<file path="src/rtl/branch_resolve_unit.sv">
// Two-slot in-order branch resolution unit.
// Branches are queued with their operands. Operands that are not ready are
// filled from the common data bus. The head branch is resolved by a small FSM
// that emits a one-cycle pcChange pulse and a registered redirect value.
module branch_resolve_unit #(
  parameter int TAG_W = 4,
  parameter int DEPTH = 2
) (
  input  logic             clock,
  input  logic             resetn,
  input  logic             issueValid,
  output logic             issueReady,
  input  logic [31:0]      issuePc,
  input  logic [31:0]      issueImm,
  input  logic [2:0]       issueFunct3,
  input  logic             rs1Ready,
  input  logic             rs2Ready,
  input  logic [31:0]      rs1Value,
  input  logic [31:0]      rs2Value,
  input  logic [TAG_W-1:0] rs1Tag,
  input  logic [TAG_W-1:0] rs2Tag,
  input  logic             cdbValid,
  input  logic [TAG_W-1:0] cdbTag,
  input  logic [31:0]      cdbData,
  output logic             pcChange,
  output logic [31:0]      changeData,
  output logic             bneempty,
  output logic             nobranch
);

  typedef struct packed {
    logic             rdy;
    logic [31:0]      val;
    logic [TAG_W-1:0] tag;
  } opnd_t;

  typedef struct packed {
    logic        valid;
    logic [31:0] pc;
    logic [31:0] imm;
    logic [2:0]  funct3;
    opnd_t       rs1;
    opnd_t       rs2;
  } slot_t;

  typedef enum logic [1:0] {S_IDLE, S_EVAL, S_PULSE, S_GAP} state_e;

  state_e      state_q, state_d;
  logic        head_q, head_d;
  logic        tail_q, tail_d;
  logic [1:0]  count_q, count_d;
  slot_t       slots_q [DEPTH];
  slot_t       slots_d [DEPTH];
  logic        pc_change_q, pc_change_d;
  logic [31:0] change_data_q, change_data_d;

  logic        issue_ready;
  logic        alloc;
  logic        free_head;
  slot_t       head_slot;
  logic        head_rdy;
  logic        taken;
  logic [31:0] target;

  // An operand waiting on a tag picks up a matching CDB broadcast. The same
  // function serves both queued operands and the same-cycle bypass at issue.
  function automatic opnd_t snoop(input opnd_t o, input logic cv,
                                  input logic [TAG_W-1:0] ct,
                                  input logic [31:0] cd);
    opnd_t r;
    r = o;
    if (cv && !o.rdy && (o.tag == ct)) begin
      r.rdy = 1'b1;
      r.val = cd;
    end
    return r;
  endfunction

  assign issue_ready = (count_q != 2'(DEPTH));
  assign alloc       = issueValid && issue_ready;
  assign free_head   = (state_q == S_PULSE);
  assign head_slot   = slots_q[head_q];
  assign head_rdy    = head_slot.valid && head_slot.rs1.rdy && head_slot.rs2.rdy;

  // Branch condition and redirect target for the head slot.
  always_comb begin
    // NOTE: every always_comb output gets a default first so no path leaves it unassigned and no latch is inferred.
    taken = 1'b0;
    unique case (head_slot.funct3)
      3'b000:  taken = (head_slot.rs1.val == head_slot.rs2.val);
      3'b001:  taken = (head_slot.rs1.val != head_slot.rs2.val);
      3'b100:  taken = ($signed(head_slot.rs1.val) <  $signed(head_slot.rs2.val));
      3'b101:  taken = ($signed(head_slot.rs1.val) >= $signed(head_slot.rs2.val));
      3'b110:  taken = (head_slot.rs1.val <  head_slot.rs2.val);
      3'b111:  taken = (head_slot.rs1.val >= head_slot.rs2.val);
      default: taken = 1'b0;
    endcase
    target = taken ? (head_slot.pc + head_slot.imm) : (head_slot.pc + 32'd4);
  end

  // Slot FIFO: CDB capture, allocation at the tail, release of the head.
  always_comb begin
    slots_d = slots_q;
    head_d  = head_q;
    tail_d  = tail_q;
    for (int i = 0; i < DEPTH; i++) begin
      if (slots_q[i].valid) begin
        slots_d[i].rs1 = snoop(slots_q[i].rs1, cdbValid, cdbTag, cdbData);
        slots_d[i].rs2 = snoop(slots_q[i].rs2, cdbValid, cdbTag, cdbData);
      end
    end
    if (free_head) begin
      slots_d[head_q].valid = 1'b0;
      head_d = head_q + 1'b1;
    end
    // The tail slot is always empty when issue_ready is high, so it never
    // collides with the head being released on the same edge.
    if (alloc) begin
      slots_d[tail_q].valid  = 1'b1;
      slots_d[tail_q].pc     = issuePc;
      slots_d[tail_q].imm    = issueImm;
      slots_d[tail_q].funct3 = issueFunct3;
      slots_d[tail_q].rs1    = snoop('{rdy: rs1Ready, val: rs1Value, tag: rs1Tag},
                                     cdbValid, cdbTag, cdbData);
      slots_d[tail_q].rs2    = snoop('{rdy: rs2Ready, val: rs2Value, tag: rs2Tag},
                                     cdbValid, cdbTag, cdbData);
      tail_d = tail_q + 1'b1;
    end
    count_d = count_q + {1'b0, alloc} - {1'b0, free_head};
  end

  // Resolution FSM: IDLE -> EVAL -> PULSE -> GAP -> IDLE.
  always_comb begin
    state_d       = state_q;
    pc_change_d   = pc_change_q;
    change_data_d = change_data_q;
    unique case (state_q)
      S_IDLE:  if (head_rdy) state_d = S_EVAL;
      S_EVAL: begin
        change_data_d = target - 32'd4;
        pc_change_d   = 1'b1;
        state_d       = S_PULSE;
      end
      S_PULSE: begin
        pc_change_d = 1'b0;
        state_d     = S_GAP;
      end
      S_GAP:   state_d = S_IDLE;
      default: state_d = S_IDLE;
    endcase
  end

  // State registers with synchronous active-low reset.
  always_ff @(posedge clock) begin
    // NOTE: sequential state uses non-blocking assignments only, so every flop samples pre-edge values.
    if (!resetn) begin
      state_q       <= S_IDLE;
      head_q        <= 1'b0;
      tail_q        <= 1'b0;
      count_q       <= 2'd0;
      pc_change_q   <= 1'b0;
      change_data_q <= 32'd0;
      // NOTE: only the valid bits are reset; slot payload is ignored while invalid and needs no reset.
      for (int i = 0; i < DEPTH; i++) slots_q[i].valid <= 1'b0;
    end else begin
      state_q       <= state_d;
      head_q        <= head_d;
      tail_q        <= tail_d;
      count_q       <= count_d;
      pc_change_q   <= pc_change_d;
      change_data_q <= change_data_d;
      slots_q       <= slots_d;
    end
  end

  assign issueReady = issue_ready;
  assign pcChange   = pc_change_q;
  assign changeData = change_data_q;
  assign bneempty   = (count_q == 2'd0);
  assign nobranch   = (count_q == 2'd0) && (state_q == S_IDLE);

endmodule

</file>
<file path="config.mk">
export PLATFORM = sky130hd
export DESIGN_NAME = branch_resolve_unit
export DESIGN_NICKNAME = d
export VERILOG_FILES = /design/src/rtl/branch_resolve_unit.sv
export SDC_FILE = /design/constraint.sdc
export NUM_CORES = 1
export LEC_CHECK = 0
export CAP_MARGIN = 20
export CORE_MARGIN = 1.5
export CORE_UTILIZATION = 36
export CTS_CLUSTER_DIAMETER = 80
export DETAILED_ROUTE_END_ITERATION = 10
export HOLD_SLACK_MARGIN = 0.03
export PLACE_DENSITY = 0.58
export SLEW_MARGIN = 0
export SYNTH_ARGS = -nofsm -noshare
export SYNTH_HDL_FRONTEND = slang
export SYNTH_SLANG_ARGS = --single-unit
</file>
<file path="constraint.sdc">
create_clock -name clock -period 10.55 [get_ports clock]
set_clock_uncertainty 0.15 [all_clocks]
set_input_delay 2.11 -clock clock [delete_from_list [all_inputs] [get_ports clock]]
set_output_delay 2.11 -clock clock [all_outputs]
set_load 0.05 [all_outputs]
</file>
== Word level (Yosys, flattened, before mapping) ==
Cells that the tools add are included.
Word-level totals
  bits in registers: 323
  latch bits: 0
  RAM bits: 0
  ROM bits: 0
  bits of input ports: 181
  output and inout bits: 36
  memories kept: 0
Operators by class
  add/sub/neg operators: 7
  multiply operators: 0
  divide/modulo/power cells: 0
  $lt $le $gt $ge: 8
  equal/unequal tests: 18
  shifts and indexed selects: 0
  multiplexer cells: 41
  bitwise logic cells: 2
  reductions and logical operators: 28
Operator list (number)
  284-bit bitwise mux: 7
  142-bit demux with 1-bit select: 7
  142-bit two-way mux: 5
  284-bit two-way mux: 2
  33-bit two-way mux: 8
  74-bit two-way mux: 3
  141-bit two-way mux: 1
  109-bit two-way mux: 1
  77-bit two-way mux: 1
  32-bit greater-or-equal comparator: 2
  32-bit less-than comparator: 2
  37-bit two-way mux: 1
  32-bit by 3-bit adder with 32-bit output (second input constant): 1
  32-bit adder: 1
  32-bit == test: 1
  32-bit two-way mux: 1
  32-bit inequality test: 1
  32-bit by 3-bit subtractor with 32-bit output (second input constant): 1
  4-bit == test: 6
  1-bit logical AND: 18
  3-bit == test (second input constant): 4
  2-bit one-hot mux with 4 select lines: 1
  1-bit zero test: 6
  1-bit one-hot mux with 6 select lines: 1
  15 further kinds: 22

== Longest topological paths before layout ==
  word-level depth: 14
  depth in mapped cells: 32
  depth with buffers taken out: 20

== Worst setup path before layout ==
No wires, ideal clock.
  path type: register to register
  start: register head_q
  end: register change_data_q[30], in the netlist changeData[30]
  arrival time: 7373 ps
  data required time: 10321 ps
  path slack: 2948 ps
  stages on the path, launching flop included: 33
  path buffers: 12
  clock period less this slack: 7602 ps
  cell sequence: dfxtp_1 -> buf_2 -> buf_6 -> buf_6 -> buf_4 -> buf_2 -> buf_1 -> clkbuf_1 -> buf_1 -> clkbuf_1 -> mux2i_1 -> ha_1 -> nand4_1 -> or4_4 -> or4_4 -> nor2b_4 -> nor2b_4 -> mux2i_4 -> o211a_1 -> buf_4 -> buf_2 -> buf_2 -> nor2_1 -> a21oi_1 -> ha_1 -> nand2b_1 -> nor2_1 -> or4b_1 -> inv_1 -> a31o_2 -> nand2_1 -> or4b_1 -> o211ai_1
On the way
  cells in the longest elaborated chain, start to end: 8
  elaborated cells between the ends (all ways): 21
  those cells by class: add/sub: 3; order compare: 4; eq/ne: 7; mux: 5; bitwise: 1; reduce/logical: 1
Ends and longest elaborated chain
  from (decl): line 49  | logic head_q, head_d;
  from (signal assigned): line 158  | head_q <= 1'b0;
  from (signal assigned): line 167  | head_q <= head_d;
  1-bit NOT with 2-bit output (implied by the code) (*): line 82  | assign head_slot = slots_q[head_q];
  142-bit two-way mux (implied by the code) (*) (3 in a row): line 82
  32-bit greater-or-equal comparator, or another cell as far along: line 95  | 3'b111: taken = (head_slot.rs1.val >= head_slot.rs2.val);
  1-bit one-hot mux with 6 select lines: line 89  | unique case (head_slot.funct3)
  32-bit two-way mux (*): line 98  | target = taken ? (head_slot.pc + head_slot.imm) : (head_slot.pc + 32'd4);
  32-bit by 3-bit subtractor with 32-bit output (*): line 140  | change_data_d = target - 32'd4;
  to (signal assigned): line 171  | change_data_q <= change_data_d;
  to (decl): line 55  | logic [31:0] change_data_q, change_data_d;
Every way passes the cells marked *; elsewhere a longest branch is shown, timed or not. The select of a mux whose other input is x is not followed.
A chain may end at the register's enable or synchronous reset.

== Worst setup path in the final report ==
  start: register head_q
  end: register change_data_q[22], in the netlist changeData[22]
The elaborated chain is that of the path after synthesis.

==> results.ini <==
[status]
status=finished, final reports clean

[logic_synthesis]
ys_types=83
ys_seq_elements=323
ys.flop_type=edfxtp_1
syn_nets=2229
netlist.area_leader.share_pct=42.9
synth_area_leader_cell=edfxtp_1
postSynthCellCount=1976
async_flop_share_pct=0
synth_edf_count=282
synth_area_leaders=edfxtp_1 (43%), nor2_1 (6.6%), and2_1 (4.9%), ha_1 (4.5%), mux2_2 (4.5%)
syn_area_um2=19700
syn_avg_cell_area_um2=9.99
ys_warn_count=0
ys_seq_area_share_pct=47.1

[cts]
path_clk_slew_ns=0.06
postCtsSetupRepairBufs=0
clock_path_buffers=3
clkLatencyLatePin_ns=0.57
htreeDepth=2
cts_tree=built
post_cts_resized=0
clock-sinks=323
clockRootBuffer=clkbuf_16
hold_buffers=0
numCtsBuffers=40

[die]
ios=217
num_rows=85
start_util_pct=36.5
die_y_um=237
die-area_um2=56200
fp.dieW_um=237
core_area_um2=54000

[setup_path]
cp_max_fo=51
reg2reg_slack_ns=3.77
timing.rr.start=head_q
cp-end-kind=register
arrival_ns=7.08
cp.required_ns=10.85
startpoint_type=register
worst-r2r-cell-count=20
reg2reg_to=changeData[22]
crit_type=reg2reg

[global_routing]
antenna_found_initial=1
grt_usage_pct=21.1
overflow=0
grt_pass1_vias=15500
grt_pass1_wl_um=92000
grt_max_degree=104

[cells_and_area]
finalNonFillerCells=2870
layout_common_cells=nor2_1 (346), edfxtp_1 (282), clkdlybuf4s50_1 (215)
mostFrequentLayoutCell=nor2_1
drive_gt1_share_pct=9.25
antenna_cells=0
fin_nets=2396
filler_cell_count=5127
areaGrowthSynthToFinish_pct=20.7

[sta]
relSlewSlack_pct=26.4
final.period_utilization_pct=64.3
rsz0062_at_grt=false
period_needed_ns=6.78
tightest_slew_ns=1.10
slew_violations=0
tns_ns=0
final-hold-violation-count=0
fmax_mhz=147
setup_viol=0

[drt]
wl_per_cell_um=21.0
drtIter0Drc=1480
num_vias=15900
drt-vias-per-instance=5.55
drcViolationCount=0
firstDrtPassIters=6
antenna_left=0
wl_um=60200

[pwr]
p_comb_share_pct=44.8
internal-power_mw=3.42
powerDensity_nw_per_um2=240
peakVddDrop_mv=0.131
clock_power_share_pct=23.5
p_sw_share_pct=40.0
p_leak_nw=8.51
netSwitchingPower_mw=2.29
seqPwrFrac_pct=31.7

[placement]
dp_hpwl_um=41600
port_buffers=216
gp_congestion=0.935
dpl.cell_count=2797

[worst_hold_path]
hold_class=reg2reg
whs_endpoint=changeData[3]
min_from=changeData[3]
hold_depth=2

[flow_run]
maxCapViolations=0

## registers in the layout, summed over array words and instances (netlist names)
name and cells:
head_q 1, slots_q 284, state_q 2, count_q 2
pcChange 1, changeData 32, tail_q 1
## worst max-delay path: stages, from the launching register on
cell      delay, ns
dfxtp_4        0.89
mux2_2         0.41
ha_1           0.33
nand4_1        0.16
or4_4          0.58
or4_4          0.56
xnor2_1        0.15
o21ai_0        0.42
o211a_1        0.24
buf_4          0.39
nor2_1         0.10
a21oi_1        0.21
ha_1           0.24
nand2b_1       0.09
nor2_1         0.22
or4b_1         0.52
nor3b_1        0.43
o21ai_1        0.16
xnor2_1        0.14
mux2i_1        0.16
o21ai_1        0.07
## area by class of cell
class | instances | area [um2] | share of cell area [%]
multi-input combinational | 1498 | 9900 | 41.5
timing repair buffer | 234 | 2310 | 9.68
clock buffer | 53 | 1140 | 4.79
tap | 696 | 871 | 3.65
inverter | 46 | 173 | 0.725
clock inverter | 20 | 146 | 0.614
sequential | 323 | 9290 | 39.0
## worst max path at each step
stage	cells after the start	slack, ns	startpoint	to
after floorplan	32	2.95	head_q	changeData[30]
after global placement	20	4.01	head_q	changeData[22]
after detailed placement	20	3.77	head_q	changeData[22]
after CTS	20	3.76	head_q	changeData[22]
after global routing	20	3.33	head_q	changeData[22]
final	20	3.77	head_q	changeData[22]
## metrics by stage
step / instance area [um2] / setup slack (ns) / util (%) / power [mW] / hold slack (ns)
2_1_floorplan: 19700 / 2.95 / - / 3.60 / 0.300
3_3_place_gp: 22500 / 4.01 / 41.7 / 4.34 / 0.322
3_5_place_dp: 22500 / 3.77 / 41.7 / 4.37 / 0.327
4_1_cts: 23800 / 3.76 / 44.1 / 5.73 / 0.334
5_1_grt: 23800 / 3.33 / 44.1 / 6.03 / 0.350
6_report: 23800 / 3.77 / 44.1 / 5.71 / 0.328
## power groups by stage
stage / clock network, mW / registers, mW / logic (mW)
floorplan: 0 / 1.92 / 1.68
global placement: 0 / 1.83 / 2.50
detailed placement: 0 / 1.83 / 2.54
CTS: 1.37 / 1.81 / 2.55
global route: 1.42 / 1.83 / 2.78
finish: 1.34 / 1.81 / 2.56
## cells in the mapped netlist (12+ instances only)
| master | count |
|---|---|
| nor2_1 | 349 |
| edfxtp_1 | 282 |
| and2_1 | 155 |
| o22ai_1 | 130 |
| nand2_1 | 85 |
| mux2i_1 | 79 |
| mux2_2 | 78 |
| xnor2_1 | 75 |
| clkbuf_1 | 74 |
| a21oi_1 | 71 |
| ha_1 | 71 |
| o21ai_0 | 60 |
| inv_1 | 45 |
| nand3_1 | 43 |
| dfxtp_1 | 41 |
| nor3_1 | 34 |
| xor2_1 | 30 |
| buf_1 | 18 |
| or3_1 | 17 |
| a211oi_1 | 14 |
| nand2b_1 | 14 |
| nand4_1 | 14 |
| and3_1 | 12 |
| nor2b_1 | 12 |
## routing by layer
metal  GRT usage [%]  share of wire [%]  vias up
li1                -                  -     7548
met1            29.2                 45     7742
met2            34.2                 46      553
met3            2.96                6.2       86
met4            6.91                2.7        2
met5               0              0.022        -
## cell families after synthesis
kind of cell    after synthesis  share of synthesized area, %
fa+ha+maj                    72                          4.60
compound gates              370                          12.1
mux                         158                          8.57
buf+inv                     155                          3.18
xor+xnor                    105                          4.66
simple gates                793                          19.8
flops                       323                          47.1
No activity file was read; power rests on OpenSTA's default activity.
